`config.mk`:
```
export PLATFORM = sky130hd
export DESIGN_NAME = multicycle_controller
export DESIGN_NICKNAME = d
export VERILOG_FILES = /design/src/rtl/multicycle_controller_pkg.sv /design/src/rtl/multicycle_controller_alu_decoder.sv /design/src/rtl/multicycle_controller.sv
export SDC_FILE = /design/constraint.sdc
export NUM_CORES = 1
export LEC_CHECK = 0
export CAP_MARGIN = 15
export CORE_MARGIN = 8
export CORE_UTILIZATION = 39
export DETAILED_ROUTE_END_ITERATION = 12
export PLACE_DENSITY_LB_ADDON = 0.05
export REMOVE_ABC_BUFFERS = 1
export SYNTH_ARGS = -nofsm -noshare
export SYNTH_HDL_FRONTEND = slang
export SYNTH_SLANG_ARGS = --single-unit
```
`constraint.sdc`:
```
create_clock -name clk -period 1.5 [get_ports clk]
set_input_delay 0.3 -clock clk [delete_from_list [all_inputs] [get_ports clk]]
set_output_delay 0.3 -clock clk [all_outputs]
set_load 0.01 [all_outputs]
```
`src/rtl/multicycle_controller_pkg.sv`:
```
// Purpose : shared encodings for the multicycle RV32I control path (states, opcodes, selects).
// Latency : n/a (declarations only).
// Backpressure: n/a.
package multicycle_controller_pkg;

  // Sixteen states fill the 4-bit state register exactly.
  typedef enum logic [3:0] {
    S_FETCH    = 4'd0,
    S_DECODE   = 4'd1,
    S_MEMADR   = 4'd2,
    S_MEMREAD  = 4'd3,
    S_MEMWB    = 4'd4,
    S_MEMWRITE = 4'd5,
    S_EXECR    = 4'd6,
    S_EXECI    = 4'd7,
    S_ALUWB    = 4'd8,
    S_BRANCH   = 4'd9,
    S_JAL1     = 4'd10,
    S_JAL2     = 4'd11,
    S_JALR1    = 4'd12,
    S_JALR2    = 4'd13,
    S_LUI      = 4'd14,
    S_ILLEGAL  = 4'd15
  } state_t;

  typedef enum logic [1:0] {
    ALUOP_ADD   = 2'b00,
    ALUOP_SUB   = 2'b01,
    ALUOP_FUNCT = 2'b10
  } aluop_t;

  localparam logic [6:0] OP_LOAD   = 7'b0000011;
  localparam logic [6:0] OP_STORE  = 7'b0100011;
  localparam logic [6:0] OP_RTYPE  = 7'b0110011;
  localparam logic [6:0] OP_ITYPE  = 7'b0010011;
  localparam logic [6:0] OP_BRANCH = 7'b1100011;
  localparam logic [6:0] OP_JAL    = 7'b1101111;
  localparam logic [6:0] OP_JALR   = 7'b1100111;
  localparam logic [6:0] OP_LUI    = 7'b0110111;

  localparam logic [2:0] ALU_ADD = 3'b000;
  localparam logic [2:0] ALU_SUB = 3'b001;
  localparam logic [2:0] ALU_AND = 3'b010;
  localparam logic [2:0] ALU_OR  = 3'b011;
  localparam logic [2:0] ALU_XOR = 3'b100;
  localparam logic [2:0] ALU_SLT = 3'b101;

  localparam logic [2:0] IMM_I = 3'b000;
  localparam logic [2:0] IMM_S = 3'b001;
  localparam logic [2:0] IMM_B = 3'b010;
  localparam logic [2:0] IMM_J = 3'b011;
  localparam logic [2:0] IMM_U = 3'b100;

  localparam logic [1:0] ADR_PC     = 2'b00;
  localparam logic [1:0] ADR_RESULT = 2'b01;

  localparam logic [1:0] SRCA_PC    = 2'b00;
  localparam logic [1:0] SRCA_OLDPC = 2'b01;
  localparam logic [1:0] SRCA_A     = 2'b10;

  localparam logic [1:0] SRCB_B    = 2'b00;
  localparam logic [1:0] SRCB_IMM  = 2'b01;
  localparam logic [1:0] SRCB_FOUR = 2'b10;

  localparam logic [1:0] RES_ALUOUT = 2'b00;
  localparam logic [1:0] RES_MDR    = 2'b01;
  localparam logic [1:0] RES_ALU    = 2'b10;
  localparam logic [1:0] RES_IMM    = 2'b11;

  // Immediate format depends only on the opcode, so the datapath can build it every cycle.
  function automatic logic [2:0] imm_src_of(input logic [6:0] op);
    logic [2:0] imm;
    imm = IMM_I;
    case (op)
      OP_STORE:  imm = IMM_S;
      OP_BRANCH: imm = IMM_B;
      OP_JAL:    imm = IMM_J;
      OP_LUI:    imm = IMM_U;
      default:   imm = IMM_I;
    endcase
    return imm;
  endfunction

endpackage

```
`src/rtl/multicycle_controller_alu_decoder.sv`:
```
// Purpose : maps aluop/func3/func7[5]/opcode[5] to ALUControl and flags unsupported func3.
// Latency : purely combinational.
// Backpressure: none.
// Ports   : aluop_i (ADD/SUB/funct), func3_i, func7_5_i, opcode_5_i (1 = R-type)
//           -> alu_control_o, bad_funct_o (only meaningful when aluop_i is funct).
module multicycle_controller_alu_decoder
  import multicycle_controller_pkg::*;
(
  input  aluop_t     aluop_i,
  input  logic [2:0] func3_i,
  input  logic       func7_5_i,
  input  logic       opcode_5_i,
  output logic [2:0] alu_control_o,
  output logic       bad_funct_o
);

  always_comb begin
    alu_control_o = ALU_ADD;
    bad_funct_o   = 1'b0;
    case (aluop_i)
      ALUOP_SUB: alu_control_o = ALU_SUB;
      ALUOP_FUNCT: begin
        case (func3_i)
          // func7[5] selects SUB only for register-register ops; for ADDI it is immediate data.
          3'b000:  alu_control_o = (opcode_5_i && func7_5_i) ? ALU_SUB : ALU_ADD;
          3'b010:  alu_control_o = ALU_SLT;
          3'b100:  alu_control_o = ALU_XOR;
          3'b110:  alu_control_o = ALU_OR;
          3'b111:  alu_control_o = ALU_AND;
          default: bad_funct_o   = 1'b1;
        endcase
      end
      default: alu_control_o = ALU_ADD;
    endcase
  end

endmodule

```
`src/rtl/multicycle_controller.sv`:
```
// Purpose : control FSM for the multicycle RV32I datapath; drives every enable and select.
// Latency : 3-5 cycles per instruction (branch/lui 3, R/I/sw/jal/jalr 4, lw 5).
// Backpressure: none; the FSM free-runs, rst low aborts the current instruction.
// Ports   : clk, rst (sync, active low); opcode/func3/func7 from IR; zero/negative from ALU.
//           Outputs PCWrite, IRWrite, RegWrite, MemWrite, AdrSrc, ALUSrcA, ALUSrcB,
//           ResultSrc, ImmSrc, ALUControl, illegal.
module multicycle_controller
  import multicycle_controller_pkg::*;
(
  input  logic       clk,
  input  logic       rst,
  input  logic [6:0] opcode,
  input  logic [2:0] func3,
  input  logic [6:0] func7,
  input  logic       zero,
  input  logic       negative,
  output logic       PCWrite,
  output logic       IRWrite,
  output logic       RegWrite,
  output logic       MemWrite,
  output logic [1:0] AdrSrc,
  output logic [1:0] ALUSrcA,
  output logic [1:0] ALUSrcB,
  output logic [1:0] ResultSrc,
  output logic [2:0] ImmSrc,
  output logic [2:0] ALUControl,
  output logic       illegal
);

  state_t     state_q, state_d;
  aluop_t     aluop;
  logic       bad_funct;
  logic       br_taken, br_bad;
  logic       pc_write, ir_write, reg_write, mem_write, ill;

  // Only func7[5] matters to this control path.
  logic       unused_func7;
  assign unused_func7 = ^{func7[6], func7[4:0]};

  always_ff @(posedge clk) begin
    if (!rst) state_q <= S_FETCH;
    else      state_q <= state_d;
  end

  // aluop depends on state alone so the decoder output can feed next-state without a loop.
  assign aluop = (state_q == S_EXECR || state_q == S_EXECI) ? ALUOP_FUNCT :
                 (state_q == S_BRANCH)                      ? ALUOP_SUB   : ALUOP_ADD;

  multicycle_controller_alu_decoder u_alu_dec (
    .aluop_i      (aluop),
    .func3_i      (func3),
    .func7_5_i    (func7[5]),
    .opcode_5_i   (opcode[5]),
    .alu_control_o(ALUControl),
    .bad_funct_o  (bad_funct)
  );

  // Branch condition uses the sign of A-B only; signed overflow is not corrected.
  always_comb begin
    br_taken = 1'b0;
    br_bad   = 1'b0;
    case (func3)
      3'b000:  br_taken = zero;
      3'b001:  br_taken = ~zero;
      3'b100:  br_taken = negative;
      3'b101:  br_taken = ~negative;
      default: br_bad   = 1'b1;
    endcase
  end

  always_comb begin
    state_d   = state_q;
    pc_write  = 1'b0;
    ir_write  = 1'b0;
    reg_write = 1'b0;
    mem_write = 1'b0;
    ill       = 1'b0;
    AdrSrc    = ADR_PC;
    ALUSrcA   = SRCA_PC;
    ALUSrcB   = SRCB_B;
    ResultSrc = RES_ALUOUT;
    case (state_q)
      S_FETCH: begin
        ir_write = 1'b1;
        AdrSrc   = ADR_PC;
        ALUSrcA  = SRCA_PC;
        ALUSrcB  = SRCB_FOUR;
        state_d  = S_DECODE;
      end
      S_DECODE: begin
        // ALUOut holds PC+4 from FETCH; ALU meanwhile forms OldPC+imm for branch/jal.
        pc_write = 1'b1;
        ALUSrcA  = SRCA_OLDPC;
        ALUSrcB  = SRCB_IMM;
        case (opcode)
          OP_LOAD, OP_STORE: state_d = S_MEMADR;
          OP_RTYPE:          state_d = S_EXECR;
          OP_ITYPE:          state_d = S_EXECI;
          OP_BRANCH:         state_d = S_BRANCH;
          OP_JAL:            state_d = S_JAL1;
          OP_JALR:           state_d = S_JALR1;
          OP_LUI:            state_d = S_LUI;
          default:           state_d = S_ILLEGAL;
        endcase
      end
      S_MEMADR: begin
        ALUSrcA = SRCA_A;
        ALUSrcB = SRCB_IMM;
        state_d = (opcode == OP_STORE) ? S_MEMWRITE : S_MEMREAD;
      end
      S_MEMREAD: begin
        AdrSrc  = ADR_RESULT;
        state_d = S_MEMWB;
      end
      S_MEMWB: begin
        ResultSrc = RES_MDR;
        reg_write = 1'b1;
        state_d   = S_FETCH;
      end
      S_MEMWRITE: begin
        AdrSrc    = ADR_RESULT;
        mem_write = 1'b1;
        state_d   = S_FETCH;
      end
      S_EXECR, S_EXECI: begin
        ALUSrcA = SRCA_A;
        ALUSrcB = (state_q == S_EXECI) ? SRCB_IMM : SRCB_B;
        state_d = bad_funct ? S_ILLEGAL : S_ALUWB;
      end
      S_ALUWB: begin
        reg_write = 1'b1;
        state_d   = S_FETCH;
      end
      S_BRANCH: begin
        ALUSrcA  = SRCA_A;
        ALUSrcB  = SRCB_B;
        // ResultSrc=ALUOut: the target computed during DECODE.
        pc_write = br_taken & ~br_bad;
        state_d  = br_bad ? S_ILLEGAL : S_FETCH;
      end
      S_JAL1: begin
        pc_write = 1'b1;
        ALUSrcA  = SRCA_OLDPC;
        ALUSrcB  = SRCB_FOUR;
        state_d  = S_JAL2;
      end
      S_JAL2: begin
        reg_write = 1'b1;
        state_d   = S_FETCH;
      end
      S_JALR1: begin
        ALUSrcA   = SRCA_OLDPC;
        ALUSrcB   = SRCB_FOUR;
        ResultSrc = RES_ALU;
        reg_write = 1'b1;
        state_d   = S_JALR2;
      end
      S_JALR2: begin
        // A was latched before rd was written, so rd==rs1 still jumps to the old rs1+imm.
        ALUSrcA   = SRCA_A;
        ALUSrcB   = SRCB_IMM;
        ResultSrc = RES_ALU;
        pc_write  = 1'b1;
        state_d   = S_FETCH;
      end
      S_LUI: begin
        ResultSrc = RES_IMM;
        reg_write = 1'b1;
        state_d   = S_FETCH;
      end
      S_ILLEGAL: begin
        ill     = 1'b1;
        state_d = S_ILLEGAL;
      end
      default: state_d = S_ILLEGAL;
    endcase
  end

  // Enables are gated by rst so an instruction aborted by reset leaves no partial write.
  assign PCWrite  = rst & pc_write;
  assign IRWrite  = rst & ir_write;
  assign RegWrite = rst & reg_write;
  assign MemWrite = rst & mem_write;
  assign illegal  = rst & ill;
  assign ImmSrc   = imm_src_of(opcode);

endmodule

```
# Word-level counts from Yosys, hierarchy flattened
# Index checks and enable logic that the tools add are counted.
dict set report classes {
  add_sub_neg 0
  mul 0
  n_div 0
  n_lt_le_gt_ge 0
  n_eq_ne 31
  shifts 0
  n_mux 24
  n_bitwise 8
  n_reduce_logical 17
}
# op count
set ops {}
lappend ops {{case mux 4 bit (10 select lines)} 1}
lappend ops {{equality test 4 bit (second input constant)} 8}
lappend ops {{case mux 4 bit (7 select lines)} 1}
lappend ops {{equality test 7 x 6 -> 1 bit (second input constant)} 3}
lappend ops {{equality test 7 bit (second input constant)} 3}
lappend ops {{equality test 4 x 3 -> 1 bit (second input constant)} 4}
lappend ops {{case mux 3 bit (5 select lines)} 1}
lappend ops {{OR reduction 5 bit} 3}
lappend ops {{equality test 3 bit (second input constant)} 4}
lappend ops {{case mux 2 bit (3 select lines)} 2}
lappend ops {{case mux 3 bit (4 select lines)} 1}
lappend ops {{OR reduction 3 bit} 4}
lappend ops {{two-way mux 1 bit} 10}
lappend ops {{equality test 4 x 2 -> 1 bit (second input constant)} 2}
lappend ops {{OR reduction 2 bit} 4}
lappend ops {{equality test 7 x 2 -> 1 bit (second input constant)} 1}
lappend ops {{equality test 7 x 5 -> 1 bit (second input constant)} 1}
lappend ops {{bitwise AND 1 bit} 6}
lappend ops {{two-way mux 3 bit} 2}
lappend ops {{case mux 3 bit (2 select lines)} 1}
lappend ops {{OR reduction 6 bit} 1}
lappend ops {{equality test 4 x 1 -> 1 bit (second input constant)} 1}
lappend ops {{zero test 4 bit} 1}
lappend ops {{two-way mux 4 bit} 1}
lappend ops {{13 further kinds} 14}
dict set report totals {
  register_bits 4
  latch_bits 0
  mem_bits_rw 0
  rom_bits 0
  out_inout_bits 19
  memories 0
}

# Longest topological paths before layout
dict set report logic_depth {
  ltp_word 7
  depth_mapped 6
  ltp_nobuf 4
}

# Cells and area by module
# From an unflattened synthesis, not the netlist that was laid out.
dict set report hier_totals {
  hier_cells 118
  hier_area_um2 829.5
}
# module instances cells_per_inst area_each_um2 seq_area_each_um2
set modules_own_cells {}
lappend modules_own_cells {multicycle_controller 1 103 718.2 80.1}
lappend modules_own_cells {multicycle_controller_alu_decoder 1 15 111.4 0.0}

# Worst setup path after synthesis
# No wires, ideal clock.
dict set report synth_path {
  path_type {register to output}
  from {reg state_q[2]}
  to {out ALUControl[0]}
  t_arrival_ns 1.157
  t_required_ns 1.200
  slack_ns 0.043
  path_stages_with_launch 6
  cell_sequence {dfxtp_1 > buf_6 > buf_6 > nand2_1 > or3_1 > o22ai_1}
}
dict set report synth_between {
  elab_chain_len 5
}
# item line
set synth_rtl {}
lappend synth_rtl {{start, declared} multicycle_controller.sv:30} ;# state_t state_q, state_d;
lappend synth_rtl {{start signal, assigned} multicycle_controller.sv:42} ;# else state_q <= state_d;
lappend synth_rtl {{equality test 4 bit or equality test 4 x 3 -> 1 bit (tied branches)} {multicycle_controller.sv:47, multicycle_controller.sv:46}}
lappend synth_rtl {{two-way mux 1 bit or logical OR 1 bit (tied branches)} {multicycle_controller.sv:47, multicycle_controller.sv:46}}
lappend synth_rtl {{two-way mux 2 bit *} multicycle_controller.sv:46} ;# assign aluop = (state_q == S_EXECR || state_q == S_EXECI) ? ALUOP_FUNCT :
lappend synth_rtl {{equality test 2 bit or equality test 2 x 1 -> 1 bit (tied branches)} multicycle_controller_alu_decoder.sv:20} ;# case (aluop_i)
lappend synth_rtl {{case mux 3 bit (2 select lines) *} multicycle_controller_alu_decoder.sv:20}
lappend synth_rtl {{end, declared} multicycle_controller.sv:26} ;# output logic [2:0] ALUControl,
# Every way passes the cells marked *; elsewhere a longest branch is shown, timed or not.

# Final worst setup path
dict set report layout_path {
  from {reg state_q[0]}
  to {out ALUSrcB[0]}
}
dict set report layout_between {
  elab_chain_len 3
}
# item line
set layout_rtl {}
lappend layout_rtl {{equality test 4 x 1 -> 1 bit, or another cell as far along} multicycle_controller.sv:82} ;# case (state_q)
lappend layout_rtl {{OR reduction 3 bit (no line), or another cell as far along} -}
lappend layout_rtl {{case mux 2 bit (3 select lines) *} multicycle_controller.sv:82}
lappend layout_rtl {{end, declared} multicycle_controller.sv:23} ;# output logic [1:0] ALUSrcB,
# Marked as above.

==> impl_metrics.prom <==
# TYPE chip_impl_metric gauge
chip_impl_metric{name="dieWidth",unit="um"} 60.7
chip_impl_info{name="critical_path_class",value="reg -> out"} 1
chip_impl_metric{name="route.antenna.remaining_nets",unit=""} 0
chip_impl_metric{name="clock_sink_count",unit=""} 4
chip_impl_metric{name="dr.pass1.iters",unit=""} 4
chip_impl_info{name="path_cells",value="buf_6 > xnor2_2 > a22oi_1 > o22ai_1 > buf_2"} 1
chip_impl_metric{name="filler_cell_count",unit=""} 151
chip_impl_metric{name="cts_inserted_buffers",unit=""} 3
chip_impl_metric{name="drc",unit=""} 0
chip_impl_metric{name="dpl.hpwl",unit="um"} 2240
chip_impl_info{name="most_used_cells_in_the_layout_excluding_fill_and_tap_cells",value="sky130_fd_sc_hd__buf_4 (36), sky130_fd_sc_hd__buf_2 (16), sky130_fd_sc_hd__buf_6 (12)"} 1
chip_impl_info{name="root_buffer",value="sky130_fd_sc_hd__clkbuf_4"} 1
chip_impl_metric{name="peakVddDrop",unit="uV"} 1150
chip_impl_info{name="tritoncts",value="yes"} 1
chip_impl_info{name="failed_checks",value="setup timing"} 1
chip_impl_metric{name="cts.htree.levels",unit=""} 1
chip_impl_metric{name="count_of_vias_placed_by_the_detailed_router",unit=""} 1186
chip_impl_metric{name="synthDominantCellAreaShare",unit=""} 0.103
chip_impl_metric{name="grt_max_degree",unit=""} 11
chip_impl_info{name="critical-path-top-delay-family",value="flip-flops"} 1
chip_impl_metric{name="setup_viol",unit=""} 12
chip_impl_metric{name="synth-seq-cells",unit=""} 4
chip_impl_metric{name="placement_rows",unit=""} 16
chip_impl_info{name="area_leader_netlist",value="sky130_fd_sc_hd__dfxtp_1"} 1
chip_impl_info{name="largest-register",value="state_q"} 1
chip_impl_metric{name="cpPeakStageDelay",unit="ps"} 360
chip_impl_metric{name="detail_route.vias_per_cell",unit=""} 5.54
chip_impl_metric{name="worstSkewPairLatency",unit="ps"} 250
chip_impl_metric{name="drv.max_cap_violation_count",unit=""} 0
chip_impl_metric{name="die-area",unit="um2"} 3680
chip_impl_metric{name="combinationalPowerShare",unit=""} 0.849
chip_impl_metric{name="clock.fmax",unit="MHz"} 601
chip_impl_metric{name="final_nets",unit=""} 210
chip_impl_metric{name="share_seq_of_total_power",unit=""} 0.103
chip_impl_metric{name="overflow_left_after_global_routing",unit=""} 0
chip_impl_info{name="grt_setup_unrepaired",value="yes"} 1
chip_impl_info{name="mostFrequentLayoutCell",value="sky130_fd_sc_hd__buf_4"} 1
chip_impl_metric{name="gpl.final_weighted_congestion",unit=""} 0.924
chip_impl_metric{name="final_cells",unit=""} 214
chip_impl_info{name="status",value="finished with violations"} 1
chip_impl_metric{name="drt-wirelength-per-cell",unit="um"} 15.6
chip_impl_metric{name="final_design_area_no_fill",unit="um2"} 1550
chip_impl_metric{name="worstPathBufferInverterCount",unit=""} 2
chip_impl_metric{name="netlist_instances",unit=""} 117
chip_impl_info{name="end_kind",value="output port"} 1
chip_impl_metric{name="grt_usage",unit=""} 0.175
chip_impl_metric{name="ys_warn_count",unit=""} 0
chip_impl_metric{name="worst-r2r-setup-slack",unit="ps"} 50
chip_impl_metric{name="wirelength",unit="um"} 3340
chip_impl_metric{name="postSynthAreaPerCell",unit="um2"} 6.65
chip_impl_metric{name="total_power_of_the_final_layout",unit="uW"} 2960
chip_impl_metric{name="powerDensity",unit="nW/um2"} 1910
chip_impl_metric{name="setup_total_negative_slack",unit="ps"} -968
chip_impl_metric{name="clk_transition_reported_paths",unit="ps"} 30
chip_impl_metric{name="initial_util",unit=""} 0.405
chip_impl_metric{name="cts.path.max_buffers",unit=""} 2
chip_impl_metric{name="final_critical_path_setup_slack",unit="ps"} -165
chip_impl_metric{name="final_layout_size_suffix_gt1_frac",unit=""} 0.561
chip_impl_metric{name="layout_worst_path_cycle_share",unit=""} 1.11
chip_impl_metric{name="antenna_found_initial",unit=""} 0
chip_impl_metric{name="synth_sequential_area_ratio",unit=""} 0.103
chip_impl_metric{name="final_max_slew_viol_count",unit=""} 0
chip_impl_info{name="post_synth_main_area_contributors",value="sky130_fd_sc_hd__dfxtp_1 (10%), sky130_fd_sc_hd__o21ai_0 (7.1%), sky130_fd_sc_hd__nand2_1 (4.8%), sky130_fd_sc_hd__nor2_1 (4.8%), sky130_fd_sc_hd__nand3_1 (4.5%)"} 1
chip_impl_info{name="slowest_stage",value="sky130_fd_sc_hd__dfxtp_4"} 1
chip_impl_metric{name="path_max_fanout",unit=""} 5
chip_impl_info{name="reg_top3",value="state_q: 4 flops"} 1
chip_impl_metric{name="internal_power",unit="uW"} 1600
chip_impl_metric{name="dpl_cell_area",unit="um2"} 1370
chip_impl_metric{name="die_h",unit="um"} 60.7
chip_impl_metric{name="dr.first_iter.drc_count",unit=""} 65
chip_impl_metric{name="core_region_area",unit="um2"} 1920
chip_impl_info{name="min-delay-path-class",value="in -> reg"} 1
chip_impl_metric{name="port_buffers",unit=""} 32
chip_impl_metric{name="hold_violations",unit=""} 0
chip_impl_metric{name="antenna_cells_inserted",unit=""} 0
chip_impl_metric{name="cp_data_required_time",unit="ps"} 1200
chip_impl_metric{name="synth.cell_area",unit="um2"} 778
chip_impl_metric{name="flow.area_growth_from_synthesis",unit="%"} 99.0
chip_impl_metric{name="flip_flop_count_of_the_largest_register_all_copies_and_words_added",unit=""} 4
chip_impl_metric{name="grt_pass1_vias",unit=""} 1202
chip_impl_metric{name="p_sw",unit="uW"} 1360
chip_impl_metric{name="grt_pass1_wl",unit="um"} 5000
chip_impl_metric{name="cp.arrival",unit="ps"} 1360
chip_impl_info{name="critPathLaunchType",value="flop"} 1
chip_impl_metric{name="leakagePower",unit="uW"} 0.000712
chip_impl_metric{name="design.portCount",unit=""} 40
chip_impl_metric{name="placedCellCount",unit=""} 206
chip_impl_metric{name="p_sw_frac",unit=""} 0.459
chip_impl_metric{name="skew",unit="ps"} 10.9
chip_impl_metric{name="synthDistinctLibCells",unit=""} 44
chip_impl_metric{name="finalCriticalPeriod",unit="ps"} 1660
chip_impl_metric{name="clock_power_share",unit=""} 0.048
==> cell usage after synthesis, drive strengths merged <==
cell type and count:
nand4 1, nand2b 3, and4 1, mux2i 2, o221ai 1, and3b 1, o31ai 1, a21bo 1
nor3 4, inv 4, a21o 1, a31oi 4, xor2 3, nand2 10, and3 3, and2b 1
o2111ai 2, and2 2, dfxtp 4, conb 1, nand4b 1, nand3 7, nor2 11, nor4 1
nor2b 2, nand4bb 1, a311oi 1, nor4b 1, xnor2 3, o2bb2ai 2, o21a 2, a22o 1
buf 10, a22oi 1, nor3b 1, or3 2, o21ai 11, a21oi 6, clkbuf 1, o22ai 2
==> worst paths after layout <==
| path | from | end | depth (start not counted) |
|---|---|---|---|
| worst max-delay path | state_q[0]$_SDFF_PN0_ | ALUSrcB[0] | 5 |
| worst min-delay path | opcode[3] | state_q[1]$_SDFF_PN0_ | 4 |
| worst max register to register | state_q[2]$_SDFF_PN0_ | state_q[2]$_SDFF_PN0_ | 6 |
| worst min register to register | state_q[3]$_SDFF_PN0_ | state_q[0]$_SDFF_PN0_ | 3 |
==> kinds of logic after synthesis <==
family                    Yosys count  synth area share
and+or+nand+nor                    53             0.386
AOI/OAI and AO/OA                  36             0.304
buffers and inverters              15             0.109
xor gates and xnor gates            6            0.0675
DFF                                 4             0.103
muxes                               2            0.0257
other                               1           0.00482
==> layer usage <==
metal / track usage / vias up / part of all wire / wire [um]
li1: - / 568 / - / -
met1: 0.187 / 554 / 0.43 / 1420
met2: 0.321 / 52 / 0.50 / 1680
met3: 0.0360 / 12 / 0.046 / 155
met4: 0.0764 / 0 / 0.024 / 80
met5: 0 / - / 0 / 0
==> worst reg2reg max path: stages (launching register included) <==
cell and delay, ps:
sky130_fd_sc_hd__dfxtp_4 350, sky130_fd_sc_hd__buf_6 120, sky130_fd_sc_hd__nor2_4 130, sky130_fd_sc_hd__nand2_2 80
sky130_fd_sc_hd__buf_4 130, sky130_fd_sc_hd__o21ai_0 320, sky130_fd_sc_hd__o221ai_1 180
==> power groups by stage <==
| stage | combinational [uW] | sequential (uW) | clock (uW) |
|---|---|---|---|
| 2_1_floorplan | 802 | 368 | 0 |
| 3_3_place_gp | 1990 | 234 | 0 |
| 3_5_place_dp | 2030 | 233 | 0 |
| 4_1_cts | 2190 | 279 | 143 |
| 5_1_grt | 2660 | 314 | 153 |
| 6_report | 2510 | 303 | 143 |
==> metrics by stage <==
| step | setup WS (ps) | hold slack [ps] | utilization |
|---|---|---|---|
| 2_1_floorplan | -222 | 429 | - |
| 3_3_place_gp | -753 | 756 | 0.713 |
| 3_5_place_dp | -774 | 758 | 0.713 |
| 4_1_cts | -129 | 679 | 0.755 |
| 5_1_grt | -189 | 592 | 0.806 |
| 6_report | -165 | 595 | 0.806 |
==> cell type report <==
| cell class | instances | area [um2] | share of cell area |
|---|---|---|---|
| sequential | 4 | 95.1 | 0.0614 |
| multi-input combinational | 98 | 774 | 0.500 |
| clock buffer | 3 | 22.5 | 0.0145 |
| tap | 27 | 33.8 | 0.0218 |
| timing repair buffer | 78 | 603 | 0.389 |
| inverter | 4 | 20.0 | 0.0129 |
==> what timing repair did <==
action,CTS,global route
hold buffers,0,0
hold endpoints to repair,0,0
endpoints found under the setup margin,21,19
pin swaps,18,13
setup buffers,4,1
gates resized for setup,126,27
No activity file was read; power rests on OpenSTA's default activity.
